**src/rtl/usr_pkg.sv**
```systemverilog
// Shared definitions for the universal shift register: mode encoding and
// the shift-counter width helper.
package usr_pkg;

    // Operating modes, matching the 2-bit mode port encoding
    typedef enum logic [1:0] {
        USR_HOLD = 2'b00,
        USR_SHR  = 2'b01,
        USR_SHL  = 2'b10,
        USR_LOAD = 2'b11
    } usr_mode_e;

    // Counter must represent 0..width inclusive
    function automatic int unsigned cnt_w(input int unsigned width);
        return $clog2(width + 1);
    endfunction

endpackage

```
**src/rtl/usr_shift_counter.sv**
```systemverilog
// Saturating shift counter. Counts increments since the last clear, stops at
// i_limit, and raises a registered done level while the count sits at the limit.
module usr_shift_counter #(
    parameter int unsigned CNT_W = 3
) (
    input  logic             clk,
    input  logic             rst,
    input  logic             i_clr,
    input  logic             i_inc,
    input  logic [CNT_W-1:0] i_limit,
    output logic [CNT_W-1:0] o_cnt,
    output logic             o_done
);

    logic [CNT_W-1:0] r_cnt;
    logic [CNT_W-1:0] w_cnt_next;
    logic             r_done;
    logic             w_done_next;

    // Next count: clear wins over increment; increments stop at the limit
    always_comb begin
        w_cnt_next  = r_cnt;
        w_done_next = r_done;
        if (i_clr) begin
            w_cnt_next  = '0;
            w_done_next = 1'b0;
        end else if (i_inc) begin
            if (r_cnt < i_limit) begin
                w_cnt_next = r_cnt + CNT_W'(1);
            end
            w_done_next = (w_cnt_next == i_limit);
        end
    end

    // Count and done state, cleared asynchronously
    always_ff @(posedge clk or negedge rst) begin
        if (!rst) begin
            r_cnt  <= '0;
            r_done <= 1'b0;
        end else begin
            r_cnt  <= w_cnt_next;
            r_done <= w_done_next;
        end
    end

    assign o_cnt  = r_cnt;
    assign o_done = r_done;

endmodule

```
**src/rtl/universal_shift_reg.sv**
```systemverilog
// Universal shift register: hold, shift right, shift left and parallel load,
// with serial taps at both ends and a saturating shift counter.
// Optional feature macro: USR_ROTATE_EN (rot selects end-around fill on shifts).
module universal_shift_reg
    import usr_pkg::*;
#(
    parameter int unsigned          WIDTH     = 4,
    parameter logic [WIDTH-1:0]     RESET_VAL = '0,
    localparam int unsigned         CNT_W     = cnt_w(WIDTH)
) (
    input  logic             clk,
    input  logic             rst,
    input  logic             en,
    input  logic [1:0]       mode,
    input  logic [WIDTH-1:0] parallel_in,
    input  logic             ser_in_r,
    input  logic             ser_in_l,
    input  logic             rot,
    output logic [WIDTH-1:0] parallel_out,
    output logic             ser_out_r,
    output logic             ser_out_l,
    output logic [CNT_W-1:0] shift_cnt,
    output logic             done
);

    localparam logic [CNT_W-1:0] CntLimit = CNT_W'(WIDTH);

    logic [WIDTH-1:0] r_q;
    logic [WIDTH-1:0] w_q_next;
    logic             w_fill_r;
    logic             w_fill_l;
    logic             w_clr;
    logic             w_inc;
    usr_mode_e        w_mode;

    assign w_mode = usr_mode_e'(mode);

`ifdef USR_ROTATE_EN
    // Rotation recirculates the outgoing end bit instead of the serial input
    assign w_fill_r = rot ? r_q[0]       : ser_in_r;
    assign w_fill_l = rot ? r_q[WIDTH-1] : ser_in_l;
`else
    assign w_fill_r = ser_in_r;
    assign w_fill_l = ser_in_l;
    // rot stays on the port list so instantiations are build-independent
    logic w_rot_unused;
    assign w_rot_unused = rot;
`endif

    // Mode mux: next register value plus counter clear/increment requests
    always_comb begin
        w_q_next = r_q;
        w_clr    = 1'b0;
        w_inc    = 1'b0;
        if (en) begin
            unique case (w_mode)
                USR_HOLD: begin
                    w_q_next = r_q;
                end
                USR_SHR: begin
                    w_q_next = {w_fill_r, r_q[WIDTH-1:1]};
                    w_inc    = 1'b1;
                end
                USR_SHL: begin
                    w_q_next = {r_q[WIDTH-2:0], w_fill_l};
                    w_inc    = 1'b1;
                end
                USR_LOAD: begin
                    w_q_next = parallel_in;
                    w_clr    = 1'b1;
                end
                default: begin
                    w_q_next = r_q;
                end
            endcase
        end
    end

    // Data register, forced to RESET_VAL while rst is low
    always_ff @(posedge clk or negedge rst) begin
        if (!rst) begin
            r_q <= RESET_VAL;
        end else begin
            r_q <= w_q_next;
        end
    end

    usr_shift_counter #(
        .CNT_W (CNT_W)
    ) u_shift_counter (
        .clk     (clk),
        .rst     (rst),
        .i_clr   (w_clr),
        .i_inc   (w_inc),
        .i_limit (CntLimit),
        .o_cnt   (shift_cnt),
        .o_done  (done)
    );

    // Serial taps come straight from flops
    assign parallel_out = r_q;
    assign ser_out_r    = r_q[0];
    assign ser_out_l    = r_q[WIDTH-1];

endmodule

```
**config.mk**
```make
export PLATFORM = sky130hd
export DESIGN_NAME = universal_shift_reg
export DESIGN_NICKNAME = d
export VERILOG_FILES = /design/src/rtl/usr_pkg.sv /design/src/rtl/usr_shift_counter.sv /design/src/rtl/universal_shift_reg.sv
export SDC_FILE = /design/constraint.sdc
export NUM_CORES = 1
export LEC_CHECK = 0
export ABC_AREA = 0
export ABC_CLOCK_PERIOD_IN_PS = 1900
export BUFFER_PORTS_ARGS = -buffer_cell sky130_fd_sc_hd__buf_2
export CORE_AREA = 4 4 41 43
export CTS_CLUSTER_SIZE = 24
export DETAILED_ROUTE_END_ITERATION = 10
export DIE_AREA = 0 0 45 47
export GPL_ROUTABILITY_DRIVEN = 0
export PLACE_DENSITY = 0.66
export SYNTH_ARGS = -nofsm -noshare
export SYNTH_HDL_FRONTEND = slang
export SYNTH_SLANG_ARGS = --single-unit
```
**constraint.sdc**
```tcl
create_clock -name clk -period 1.9 [get_ports clk]
set_clock_uncertainty 0.15 [all_clocks]
set_input_delay 0 -clock clk [delete_from_list [all_inputs] [get_ports clk]]
set_output_delay 0 -clock clk [all_outputs]
set_load 0.005 [all_outputs]
```
==> flow_metrics.env <==
export IMPL_rsz0062_at_grt="no"
export IMPL_cts_tree="yes"
export IMPL_final_util=0.5413
export IMPL_use_met2=0.1638
export IMPL_vias=454
export IMPL_final_cell_mix="buf_2 (20), dlygate4sd3_1 (9), dfrtp_1 (8)"
export IMPL_grt_max_degree=11
export IMPL_fill_cells=135
export IMPL_yosys_warnings=0
export IMPL_clk_path_buf_depth=2
export IMPL_grt_busiest_layer="met2"
export IMPL_cts_buffers=3
export IMPL_drtIter0Drc=3
export IMPL_critical_path_class="primary input to register"
export IMPL_worstPathCellList="dlygate4sd3_1 -> buf_2 -> a22o_1 -> dlygate4sd3_1 -> a21oi_1 -> o21ai_1"
export IMPL_die_h_um=47
export IMPL_ys_seq_area_frac=0.4010
export IMPL_cap_viol_max_count=0
export IMPL_synth_area_sq_um=499.2
export IMPL_syn_area_per_cell_sq_um=9.789
export IMPL_timing_hold_violations_final=0
export IMPL_routedWlPerCell_um=11.36
export IMPL_placed_area_sq_um=591.8
export IMPL_cp_end_kind="register"
export IMPL_p_leak_nw=0.3636
export IMPL_start_util=0.3837
export IMPL_grt_pass1_wl_um=1711
export IMPL_placeableCoreArea_sq_um=1301
export IMPL_worst_pin_slew_ns=0.3644
export IMPL_stdcell_count=95
export IMPL_met1_usage=0.1499
export IMPL_nets=98
export IMPL_ir_drop_mv=0.6174
export IMPL_final_max_slew_viol_count=0
export IMPL_port_buffers=20
export IMPL_worstHoldStart="mode[0]"
export IMPL_first_global_vias=406
export IMPL_ys_ff_latch=8
export IMPL_hold_path_depth=3
export IMPL_antenna_found_initial=0
export IMPL_rows=13
export IMPL_hold_class="primary input to register"
export IMPL_ant_nets=0
export IMPL_routed_wl_um=1079
export IMPL_clock_root_buffer="clkbuf_4"
export IMPL_period_share=0.8336
export IMPL_route_detailed_drc=0
export IMPL_cp_slowest_stage_delay_ns=0.55
export IMPL_outcome="finished, final reports clean"
export IMPL_worstPathRequired_ns=1.88
export IMPL_r2r_end="parallel_out[3]$_DFFE_PN0P_"
export IMPL_hold_end="u_shift_counter.o_cnt[1]$_DFFE_PN0P_"
export IMPL_die_area_sq_um=2115
export IMPL_arrival_ns=1.56
export IMPL_post_cts_setup_buffer_count=0
export IMPL_period_needed_ns=1.584
export IMPL_h_tree_depth=1
export IMPL_timing_rr_start="parallel_out[2]$_DFFE_PN0P_"
export IMPL_clkTransAtPathRegs_ns=0.05
export IMPL_final_area_sq_um=704.4
export IMPL_synthCells=51
export IMPL_path_max_fanout=1
export IMPL_seq_area_sq_um=200.2
export IMPL_power_mw=0.6523
export IMPL_tns_ns=0
export IMPL_fmax_ghz=0.6314
export IMPL_syn_to_final_growth_pct=41.10
export IMPL_crit_top_cell="dlygate4sd3_1"
export IMPL_syn_nets=67
export IMPL_gr_total_overflow=0
export IMPL_cp_slowest_cell="dlygate4sd3_1"
export IMPL_firstDrtPassIters=4
export IMPL_crit_path_start="ser_in_l"
export IMPL_r2r_slack_ns=0.32
export IMPL_worstSkewPairLatency_ns=0.25
export IMPL_die_w_um=45
export IMPL_place_inst=83
export IMPL_clock_sinks=8
export IMPL_met3_usage=0.06897
export IMPL_drive_gt1_frac=0.3000
export IMPL_yosysUniqueCellTypes=19
export IMPL_grt_total_usage=0.1165
export IMPL_worstRegToRegCells=4
export IMPL_crit_path_start_kind="primary input"
export IMPL_setup_viol=0
export IMPL_io_pins=22
export IMPL_maxSlewHeadroom=0.7563
export IMPL_dpl_worst_slack_ns=0.4482
export IMPL_multi_input_area_sq_um=261.5
export IMPL_post_dp_hpwl_um=819.3
export IMPL_routed_via_density=4.779
export IMPL_layout_commonest_cell="buf_2"
export IMPL_fin_ws_ns=0.3162
export IMPL_num_antenna_cells=0
export IMPL_pwr_density_cell_nw_per_um2=925.9
export IMPL_whs_ns=0.1891
sequential cells by signal (all words and copies together) (netlist names):
name	count
parallel_out	4
u_shift_counter.o_cnt	3
u_shift_counter.o_done	1
layer usage:
metal | share of wire | vias up
met5 | 0 | -
met1 | 0.46 | 196
met3 | 0.076 | 0
met4 | 0 | 0
li1 | - | 246
met2 | 0.46 | 12
synth_stat cells:
library cell | number | share of area
o211ai_1 | 1 | 0.015
o2bb2ai_1 | 2 | 0.035
dfrtp_1 | 8 | 0.40
nor3b_1 | 1 | 0.015
buf_6 | 1 | 0.023
nor2_2 | 1 | 0.013
nand2_1 | 4 | 0.030
nand2b_1 | 2 | 0.025
inv_1 | 3 | 0.023
and4b_1 | 1 | 0.020
ha_1 | 4 | 0.10
and4bb_1 | 2 | 0.050
a22o_1 | 4 | 0.070
nor2_1 | 1 | 0.0075
a21oi_1 | 7 | 0.070
o21ai_0 | 1 | 0.010
buf_4 | 2 | 0.030
o21ai_1 | 5 | 0.050
a31oi_1 | 1 | 0.013
report_power, final:
group	leakage (nW)	switching, mW	total [mW]	internal (mW)
clock network	0.0138	0.0538	0.126	0.0720
registers	0.103	0.0598	0.281	0.221
logic	0.247	0.102	0.245	0.143
area by class of cell:
class / count / share of cell area
tap: 15 / 0.02664
multi-input combinational: 37 / 0.3712
inverter: 3 / 0.01599
clock buffer: 3 / 0.03197
timing repair buffer: 29 / 0.2700
sequential: 8 / 0.2842
worst max-delay path: cells and delay by family:
family,cells,cell delay [ns]
buffers and inverters,3,1.18
AOI/OAI and AO/OA,3,0.38
cell families (layout without fill, tap and decap cells):
kind of cell | count (synthesis) | in the layout | synth area share
adder cells (fa/ha/maj) | 4 | 4 | 0.1003
AND/OR/NAND/NOR | 12 | 12 | 0.1604
AO/OA/AOI/OAI | 21 | 21 | 0.2631
flip-flops | 8 | 8 | 0.4010
buffers and inverters | 6 | 35 | 0.07518
worst max path at each step:
stage,end,cells past startpoint
finish,parallel_out[0]$_DFFE_PN0P_,6
global route,parallel_out[3]$_DFFE_PN0P_,4
CTS,parallel_out[3]$_DFFE_PN0P_,4
detailed placement,u_shift_counter.o_done$_DFFE_PN0P_,4
global placement,u_shift_counter.o_done$_DFFE_PN0P_,4
floorplan,u_shift_counter.o_done$_DFFE_PN0P_,4
what timing repair did:
item,CTS,global route
gates resized for setup,0,0
hold buffers,9,0
endpoints found under the hold margin,16,0
(Power assumes the default switching activity.)
